File: config.mk
export PLATFORM = sky130hd
export DESIGN_NAME = pipe_mem_wb
export DESIGN_NICKNAME = d
export VERILOG_FILES = /design/src/rtl/pipe_mem_wb.sv
export SDC_FILE = /design/constraint.sdc
export NUM_CORES = 1
export LEC_CHECK = 0
export CAP_MARGIN = 20
export CORE_ASPECT_RATIO = 0.7
export CORE_MARGIN = 2
export CORE_UTILIZATION = 51
export DETAILED_ROUTE_END_ITERATION = 16
export GPL_TIMING_DRIVEN = 0
export PLACE_DENSITY = 0.82
export SLEW_MARGIN = 20
export SYNTH_ARGS = -nofsm -noshare
export SYNTH_HDL_FRONTEND = slang
export SYNTH_SLANG_ARGS = --single-unit
File: constraint.sdc
create_clock -name clk -period 2.4 [get_ports clk]
set_input_delay 0.36 -clock clk [delete_from_list [all_inputs] [get_ports clk]]
set_output_delay 0.36 -clock clk [all_outputs]
set_load 0.02 [all_outputs]
File: src/rtl/pipe_mem_wb.sv
// rtl/pipe_mem_wb.sv - MEM/WB pipeline stage with valid/ready handshake and one-entry skid buffer
//
// Selects the register-file write-back value (load data or exe result) and
// holds it for the write-back stage. An OUT slot drives the outputs and a SKID
// slot absorbs the one instruction MEM may hand over in the cycle WB stalls,
// so o_ready is a flop and never depends combinationally on i_ready.
//
// Optional feature macro: PIPE_MEM_WB_FWD_EN adds the o_fwd_* bypass outputs.
//
// Ports:
//   clk, rst_n            clock, asynchronous active-low reset
//   i_valid / o_ready     upstream handshake (MEM -> this stage)
//   i_flush               synchronous kill of OUT and SKID entries
//   i_rf_wena, i_rf_waddr destination write enable / register
//   i_sel_mem             1: write i_DMEM_rdata, 0: write i_exe_out
//   i_DMEM_rdata          extended load data
//   i_exe_out             ALU/exe result
//   o_valid / i_ready     downstream handshake (this stage -> WB)
//   o_rf_wena/waddr/wdata write-back entry held in OUT
//   o_fwd_wena/waddr/wdata youngest pending write (PIPE_MEM_WB_FWD_EN only)

module pipe_mem_wb #(
    parameter int DW = 32,
    parameter int AW = 5
) (
    input  logic          clk,
    input  logic          rst_n,
    input  logic          i_valid,
    output logic          o_ready,
    input  logic          i_flush,
    input  logic          i_rf_wena,
    input  logic [AW-1:0] i_rf_waddr,
    input  logic          i_sel_mem,
    input  logic [DW-1:0] i_DMEM_rdata,
    input  logic [DW-1:0] i_exe_out,
    output logic          o_valid,
    input  logic          i_ready,
    output logic          o_rf_wena,
    output logic [AW-1:0] o_rf_waddr,
`ifdef PIPE_MEM_WB_FWD_EN
    output logic [DW-1:0] o_rf_wdata,
    output logic          o_fwd_wena,
    output logic [AW-1:0] o_fwd_waddr,
    output logic [DW-1:0] o_fwd_wdata
`else
    output logic [DW-1:0] o_rf_wdata
`endif
);

    logic          out_valid;
    logic          out_wena;
    logic [AW-1:0] out_waddr;
    logic [DW-1:0] out_wdata;

    logic          skid_valid;
    logic          skid_wena;
    logic [AW-1:0] skid_waddr;
    logic [DW-1:0] skid_wdata;

    logic          in_wena;
    logic [DW-1:0] in_wdata;
    logic          accept;
    logic          drain;

    // $zero is never written: drop the enable at capture time.
    assign in_wena  = i_rf_wena && (i_rf_waddr != '0);
    assign in_wdata = i_sel_mem ? i_DMEM_rdata : i_exe_out;

    // o_ready is just the inverted SKID valid flop, so it is registered.
    assign o_ready = !skid_valid;
    assign accept  = i_valid && o_ready;
    assign drain   = out_valid && i_ready;

    always_ff @(posedge clk or negedge rst_n) begin
        if (!rst_n) begin
            out_valid  <= 1'b0;
            out_wena   <= 1'b0;
            out_waddr  <= '0;
            out_wdata  <= '0;
            skid_valid <= 1'b0;
            skid_wena  <= 1'b0;
            skid_waddr <= '0;
            skid_wdata <= '0;
        end else if (i_flush) begin
            // Data registers keep stale contents; only the valid flags matter.
            out_valid  <= 1'b0;
            skid_valid <= 1'b0;
        end else if (!out_valid || drain) begin
            if (skid_valid) begin
                // Older SKID entry leaves first to preserve order.
                out_valid  <= 1'b1;
                out_wena   <= skid_wena;
                out_waddr  <= skid_waddr;
                out_wdata  <= skid_wdata;
                skid_valid <= 1'b0;
            end else if (accept) begin
                out_valid <= 1'b1;
                out_wena  <= in_wena;
                out_waddr <= i_rf_waddr;
                out_wdata <= in_wdata;
            end else begin
                out_valid <= 1'b0;
            end
        end else if (accept) begin
            // OUT is stalled; accept can only happen with SKID empty.
            skid_valid <= 1'b1;
            skid_wena  <= in_wena;
            skid_waddr <= i_rf_waddr;
            skid_wdata <= in_wdata;
        end
    end

    assign o_valid    = out_valid;
    assign o_rf_wena  = out_valid && out_wena;
    assign o_rf_waddr = out_waddr;
    assign o_rf_wdata = out_wdata;

`ifdef PIPE_MEM_WB_FWD_EN
    // The SKID entry is always younger than OUT, so it wins the bypass.
    always_comb begin
        o_fwd_wena  = out_valid && out_wena;
        o_fwd_waddr = out_waddr;
        o_fwd_wdata = out_wdata;
        if (skid_valid) begin
            o_fwd_wena  = skid_wena;
            o_fwd_waddr = skid_waddr;
            o_fwd_wdata = skid_wdata;
        end
    end
`endif

endmodule

* Word-level counts from Yosys, hierarchy flattened *
Cells that the tools add are included.

word-level totals
  logic and storage cells = 37
  output and inout bits = 40
  bits in registers = 78
  input bits = 76

operators by class
  bitwise gates (word level) = 2
  mux-type cells = 14
  reductions and logical operators = 13

operator list
  kind                 count
  32-bit two-way mux   3
  5-bit two-way mux    2
  1-bit two-way mux    9
  3-bit AND reduction  2
  5-bit nonzero test   1
  1-bit logical AND    4
  2-bit nonzero test   2
  3-bit nonzero test   1
  1-bit logical NOT    2
  1-bit NOT            2
  1-bit logical OR     1

* Depth between registers and ports, before layout *
Gate-level depths: netlist (run 1).

  word-level depth = 6
  gate-level depth with buffers = 6

* Least setup slack after synthesis (run 1) *
No wires, ideal clock.

  path kind = flip-flop to flip-flop
  start point = reg out_valid (netlist: o_valid)
  end point = reg out_wdata[1] (netlist: o_rf_wdata[1])
  stages on the path, launching flop included = 6
  setup slack = 811 ps
  arrival time = 1464 ps
  path buffers = 2
  cell sequence = dfrtp_1 nor2b_2 buf_6 nor2_4 buf_4 mux2_2

on the way
  cells in the longest elaborated chain, start to end = 3
  elaborated cells between the ends (all ways) = 4
  classes of those cells = reduce/logical: 4

ends and longest elaborated chain
  element                                                 line    RTL
  start, declared                                         50      logic out_valid;
  start signal, assigned                                  76      out_valid <= 1'b0;
  start signal, assigned                                  86      out_valid <= 1'b0;
  start signal, assigned                                  91      out_valid <= 1'b1;
  1-bit logical NOT or 1-bit logical AND (tied branches)  88, 72
  1-bit logical OR *                                      88      end else if (!out_valid || drain) begin
  3-bit AND reduction (no source line) *                  -
  end signal, assigned                                    94      out_wdata <= skid_wdata;
  end signal, assigned                                    100     out_wdata <= in_wdata;
  end, declared                                           53      logic [DW-1:0] out_wdata;

Mark *: on every way between the ends. The rest lies on a longest branch, timed or not.
A chain may end at the register's enable or synchronous reset.

* Final worst setup path (run 1) *
  start point = reg skid_valid
  end point = out o_ready

on the way
  cells in the longest elaborated chain, start to end = 1

ends and longest elaborated chain
  element                 line  RTL
  start, declared         55    logic skid_valid;
  start signal, assigned  80    skid_valid <= 1'b0;
  start signal, assigned  87    skid_valid <= 1'b0;
  start signal, assigned  95    skid_valid <= 1'b0;
  1-bit logical NOT       70    assign o_ready = !skid_valid;
  end, declared           29    output logic o_ready,

Every way passes these cells.

==> results of run 1 <==
[sequential cells by signal (all words and copies together) (netlist names)]
| signal | count |
|---|---|
| skid_valid | 1 |
| out_wena | 1 |
| o_valid | 1 |
| skid_wena | 1 |
| skid_waddr | 5 |
| skid_wdata | 32 |
| o_rf_wdata | 32 |
| o_rf_waddr | 5 |
[repair_timing]
item,in CTS,in global routing
hold buffers,1,0
gates resized for setup,0,0
endpoints found under the hold margin,36,0
[path summary, 6_finish.rpt]
| kind | slack (ns) | cells past startpoint | start | endpoint |
|---|---|---|---|---|
| max in group asynchronous | 1.29 | 3 | rst_n | skid_wdata[17]$_DFFE_PN0P_ |
| worst max register to register | 0.72 | 5 | o_valid$_DFFE_PN0N_ | o_rf_wdata[8]$_DFFE_PN0P_ |
| worst max-delay path | 0.1 | 3 | skid_valid$_DFFE_PN0P_ | o_ready |
| worst min-delay path | 0.49 | 1 | o_rf_wdata[5]$_DFFE_PN0P_ | o_rf_wdata[5]$_DFFE_PN0P_ |
| worst min register to register | 0.49 | 1 | o_rf_wdata[5]$_DFFE_PN0P_ | o_rf_wdata[5]$_DFFE_PN0P_ |
| min in group asynchronous | 0.51 | 2 | rst_n | o_rf_waddr[3]$_DFFE_PN0P_ |
[placed cells by master (no fill, tap or decap)]
cell,count
a211oi_1,1
a2bb2oi_1,1
and2_1,1
buf_12,1
buf_2,8
buf_4,4
buf_6,3
clkbuf_1,11
clkbuf_8,10
clkdlybuf4s50_1,113
clkinv_2,2
dfrtp_1,78
dlygate4sd3_1,1
inv_1,12
inv_2,1
mux2_1,4
mux2_2,56
mux2_4,8
mux2i_1,44
nand2_1,11
nand3_2,1
nor2_1,2
nor2_4,1
nor2b_2,1
nor3_1,1
nor3b_1,1
o211ai_1,1
o21ai_0,33
o21bai_4,1
o31ai_1,21
or4_1,1
[cell families after synthesis]
logic type             Yosys count
muxes                          112
DFF                             78
AOI/OAI and AO/OA               58
buffers and inverters           36
and+or+nand+nor                 20
[final cells by class]
type                       count  area (µm²)  area share (%)
sequential                    78        1950            36.9
clock inverter                 2        10.0           0.189
inverter                      13        48.8           0.924
multi-input combinational    190        1710            32.3
clock buffer                  12         145            2.75
buffer                        23         130            2.46
timing repair buffer         116        1170            22.1
tap                           98         123            2.32
[worst max-delay path, delay by kind of cell, from the launching register on]
| kind | cells | cell delay [ns] |
|---|---|---|
| buf+inv | 3 | 1.14 |
| flops | 1 | 0.45 |
[layer usage]
| metal | share of wire (%) | vias to the layer above | routed length, µm | global-route usage, % |
|---|---|---|---|---|
| met2 | 48 | 83 | 4210 | 36.4 |
| met4 | 1.5 | 0 | 132 | 6.67 |
| met3 | 6.0 | 14 | 526 | 5.90 |
| met1 | 45 | 1413 | 3960 | 30.1 |
| li1 | - | 1343 | - | - |
| met5 | 0 | - | 0 | 0 |
[metrics by stage]
stage | area (µm²) | utilization [%] | TNS [ns]
2_1_floorplan | 3840 | - | 0
3_3_place_gp | 5100 | 70.0 | -132.11
3_5_place_dp | 5120 | 70.2 | 0
4_1_cts | 5280 | 72.5 | 0
5_1_grt | 5280 | 72.5 | 0
6_report | 5280 | 72.5 | 0
[power groups by stage]
| stage | clock [mW] | combinational, mW | sequential (mW) |
|---|---|---|---|
| 2_1_floorplan | 0 | 0.424 | 1.90 |
| 3_3_place_gp | 0 | 1.02 | 1.77 |
| 3_5_place_dp | 0 | 1.06 | 1.79 |
| 4_1_cts | 0.853 | 1.06 | 1.77 |
| 5_1_grt | 0.902 | 1.13 | 1.80 |
| 6_report | 0.833 | 1.05 | 1.77 |
==> impl_metrics.env, run 1 <==
export IMPL_run_status="complete, no violations"
export IMPL_grt_pass1_vias=3040
export IMPL_yosys_area_top_type="dfrtp_1"
export IMPL_path_max_fanout=10
export IMPL_worst_clock_skew_ns=0.00944
export IMPL_die_w_um=108
export IMPL_holdCritPathClass="reg -> reg"
export IMPL_p_clk_share_pct=22.8
export IMPL_critPathLaunchType="flop"
export IMPL_core_area_um2=7290
export IMPL_ys_warn_count=0
export IMPL_pwr_share_comb_pct=28.8
export IMPL_ys_top_cells_by_area="dfrtp_1 51%, mux2_2 16%, mux2i_1 11%"
export IMPL_antenna_found_initial=0
export IMPL_diodes=0
export IMPL_synth_xor_xnor_area_share_pct=0
export IMPL_remaining_drc_errors=0
export IMPL_vias=2853
export IMPL_antenna_left=0
export IMPL_syn_avg_cell_area_um2=12.6
export IMPL_switching_power_mw=1.05
export IMPL_p_per_area_nw_per_um2=691
export IMPL_pwr_share_seq_pct=48.4
export IMPL_total_power_mw=3.65
export IMPL_synthAdderAreaFrac_pct=0
export IMPL_drt_total_wl_mm=8.83
export IMPL_grt_usage_pct=22.6
export IMPL_overflow=0
export IMPL_post_place_ws_ns=0.344
export IMPL_h_tree_depth=3
export IMPL_rsz0062_at_grt="false"
export IMPL_setup_viol_count_final=0
export IMPL_yosysMostFrequentCell="dfrtp_1"
export IMPL_cts_root_buf="clkbuf_8"
export IMPL_instances_no_fill=532
export IMPL_ir_drop_mv=0.417
export IMPL_synthFlopType="dfrtp_1"
export IMPL_seq_area_frac_synth_pct=50.9
export IMPL_clk_pin_slew_ns=0.08
export IMPL_p_int_mw=2.60
export IMPL_avgRoutedWirePerCell_um=16.6
export IMPL_holdWs_ns=0.486
export IMPL_place_congestion=0.789
export IMPL_cts_made_buffers=9
export IMPL_grt_max_degree=43
export IMPL_worstMarginPinSlew_ns=0.515
export IMPL_vias_per_cell=5.36
export IMPL_synth_edf_count=0
export IMPL_clock_sinks=78
export IMPL_portBuffers=114
export IMPL_place_hpwl_mm=6.51
export IMPL_worstPathCellList="inv_2, buf_2, clkdlybuf4s50_1"
export IMPL_yosysUniqueCellTypes=26
export IMPL_syn_area_um2=3840
export IMPL_post_cts_setup_buffers=0
export IMPL_die_area_um2=8250
export IMPL_synth_top_family_by_area="multiplexers"
export IMPL_cts_tree="built"
export IMPL_hold_viol_final=0
export IMPL_max_freq_mhz=435
export IMPL_arrival_ns=1.94
export IMPL_maxCapViolCount=0
export IMPL_yosysTopAreaCellShare_pct=50.9
export IMPL_num_rows=26
export IMPL_initial_core_util_pct=52.7
export IMPL_ys_top_cells_by_count="78 x dfrtp_1, 56 x mux2_2, 44 x mux2i_1, 33 x o21ai_0, 21 x o31ai_1"
export IMPL_end_kind="output pin"
export IMPL_synthSimpleGateAreaFrac_pct=2.74
export IMPL_slowest_delay_ns=0.69
export IMPL_drive_gt1_share_pct=22.4
export IMPL_fin_crit_sh_pct=95.9
export IMPL_drt_first_iter_violations=98
export IMPL_ios=116
export IMPL_relSlewSlack_pct=65.7
export IMPL_grt_pass1_wl_mm=14.6
export IMPL_placed_cells=517
export IMPL_synthMuxAreaShare_pct=32.2
export IMPL_min_period_ns=2.30
export IMPL_clk_latency_ns=0.35
export IMPL_die_h_um=76.6
export IMPL_p_leak_nw=2.44
export IMPL_critPathRequiredTime_ns=2.04
export IMPL_worst_slack_ns=0.0994
export IMPL_synth_fp_nets=380
export IMPL_crit_path_top_delay_cell="clkdlybuf4s50_1"
export IMPL_switching_share_pct=28.8
export IMPL_cts_path_max_buffers=2
export IMPL_synth_compound_area_share_pct=9.52
export IMPL_path_class="reg -> out"
export IMPL_synth_cells=304
export IMPL_firstDrtPassIters=4
export IMPL_synthArstFlopShare_pct=100
export IMPL_nets=507
export IMPL_n_fill_cell=524
export IMPL_synth_seq_cells=78
export IMPL_area_delta_synth_final_pct=37.7
export IMPL_slew_violations=0
No activity file was read; power rests on OpenSTA's default activity.
==> run 2: changes to the inputs <==
--- a/config.mk
+++ b/config.mk
@@ -11,7 +11,7 @@
 export CORE_UTILIZATION = 51
 export DETAILED_ROUTE_END_ITERATION = 16
 export GPL_TIMING_DRIVEN = 0
-export PLACE_DENSITY = 0.82
+export PLACE_DENSITY = 0.95
 export SLEW_MARGIN = 20
 export SYNTH_ARGS = -nofsm -noshare
 export SYNTH_HDL_FRONTEND = slang
==> impl_metrics.env, run 2 (synthesized netlist as in run 1, its figures left out) <==
export IMPL_worstHoldEndpoint="o_rf_wdata[9]$_DFFE_PN0P_"
export IMPL_p_leak_nw=2.45
export IMPL_relSlewSlack_pct=63.0
export IMPL_min_period_ns=2.30
export IMPL_clk_pin_slew_ns=0.07
export IMPL_vias_per_cell=5.38
export IMPL_worst_clock_skew_ns=0.0102
export IMPL_portBuffers=114
export IMPL_drt_total_wl_mm=9.00
export IMPL_hold_viol_final=0
export IMPL_arrival_ns=1.94
export IMPL_end_kind="output pin"
export IMPL_post_cts_setup_buffers=0
export IMPL_p_per_area_nw_per_um2=700
export IMPL_place_hpwl_mm=6.59
export IMPL_r2r_cells=5
export IMPL_maxCapViolCount=0
export IMPL_holdCritPathClass="reg -> reg"
export IMPL_grt_pass1_vias=3024
export IMPL_critPathRequiredTime_ns=2.04
export IMPL_drt_first_iter_violations=96
export IMPL_crit_path_top_delay_cell="clkdlybuf4s50_1"
export IMPL_final_cell_mix="113 x clkdlybuf4s50_1, 78 x dfrtp_1, 56 x mux2_2"
export IMPL_h_tree_depth=3
export IMPL_max_freq_mhz=436
export IMPL_area_delta_synth_final_pct=38.2
export IMPL_grt_usage_pct=23.5
export IMPL_ir_drop_mv=0.422
export IMPL_nets=507
export IMPL_remaining_drc_errors=0
export IMPL_place_area_um2=5120
export IMPL_core_area_um2=7290
export IMPL_worstMarginPinSlew_ns=0.555
export IMPL_slowest_delay_ns=0.67
export IMPL_run_status="complete, no violations"
export IMPL_die_w_um=108
export IMPL_num_rows=26
export IMPL_r2r_start="o_valid$_DFFE_PN0N_"
export IMPL_worstHoldStart="o_rf_wdata[9]$_DFFE_PN0P_"
export IMPL_critPathLaunchType="flop"
export IMPL_rsz0062_at_grt="false"
export IMPL_grt_max_degree=42
export IMPL_holdWs_ns=0.497
export IMPL_path_class="reg -> out"
export IMPL_worstPathCellList="inv_2, buf_2, clkdlybuf4s50_1"
export IMPL_holdPathStages=1
export IMPL_path_max_fanout=10
export IMPL_cts_made_buffers=9
export IMPL_antenna_found_initial=0
export IMPL_design_area_um2=5300
export IMPL_clock_sinks=78
export IMPL_setup_viol_count_final=0
export IMPL_worstReg2RegEnd="o_rf_wdata[1]$_DFFE_PN0P_"
export IMPL_drive_gt1_share_pct=23.0
export IMPL_post_cts_resize_count=0
export IMPL_die_h_um=76.6
export IMPL_vias=2868
export IMPL_fin_crit_sh_pct=95.7
export IMPL_r2r_setup_slack_ns=0.69
export IMPL_die_area_um2=8250
export IMPL_initial_core_util_pct=52.7
export IMPL_firstDrtPassIters=4
export IMPL_avgRoutedWirePerCell_um=16.9
export IMPL_clk_latency_ns=0.35
export IMPL_place_congestion=0.811
export IMPL_cts_path_max_buffers=2
export IMPL_diodes=0
export IMPL_antenna_left=0
export IMPL_ios=116
export IMPL_grt_pass1_wl_mm=15.1
export IMPL_cts_tree="built"
export IMPL_layout_commonest_cell="clkdlybuf4s50_1"
export IMPL_slew_violations=0
export IMPL_overflow=0
export IMPL_cts_root_buf="clkbuf_8"
## run 2: critical path: cells and delay by family, from the launching register on
| kind | cells | cell delay, ns |
|---|---|---|
| flip-flops | 1 | 0.46 |
| buffers and inverters | 3 | 1.13 |
## run 2: how the worst max path moves through the flow
stage,from,end
finish,skid_valid$_DFFE_PN0P_,o_ready
CTS,skid_valid$_DFFE_PN0P_,o_ready
global placement,rst_n,skid_wdata[26]$_DFFE_PN0P_
global route,skid_valid$_DFFE_PN0P_,o_ready
detailed placement,i_flush,o_rf_wdata[1]$_DFFE_PN0P_
floorplan,o_valid$_DFFE_PN0N_,o_rf_wdata[1]$_DFFE_PN0P_
## run 2: repair_timing
item / 4_1_cts / 5_1_grt
endpoints found under the hold margin: 37 / 0
hold buffers: 1 / 0
setup endpoints to repair: 0 / 0
## run 2: cell type report
type | count | area (µm²)
buffer | 23 | 130
sequential | 78 | 1950
fill | 515 | 1980
inverter | 13 | 48.8
clock inverter | 4 | 22.5
clock buffer | 11 | 151
timing repair buffer | 116 | 1170
multi-input combinational | 190 | 1710
tap | 98 | 123
## run 2: routing by layer
metal / routed length, µm / up-vias / GRT usage [%]
met2: 4150 / 115 / 37.2
met1: 3930 / 1384 / 31.4
met5: 0 / - / 0
met3: 724 / 20 / 5.82
li1: - / 1349 / -
met4: 194 / 0 / 8.46
## run 2: where the power goes
| part | leakage [nW] | total, mW | switching [mW] | internal, mW |
|---|---|---|---|---|
| clock | 0.0910 | 0.886 | 0.465 | 0.421 |
| combinational | 1.42 | 1.06 | 0.462 | 0.597 |
| sequential | 0.937 | 1.77 | 0.157 | 1.61 |
## run 2: metrics by stage
stage | worst slack (ns) | util, % | setup TNS [ns] | std cells | power, mW
after floorplan | 0.811 | - | 0 | 304 | 2.33
after global placement | -1.63 | 70.0 | -126.52 | 516 | 2.79
after detailed placement | 0.341 | 70.2 | 0 | 517 | 2.85
after CTS | 0.0891 | 72.8 | 0 | 533 | 3.74
after global routing | 0.0167 | 72.8 | 0 | 533 | 3.90
final | 0.104 | 72.8 | 0 | 533 | 3.71
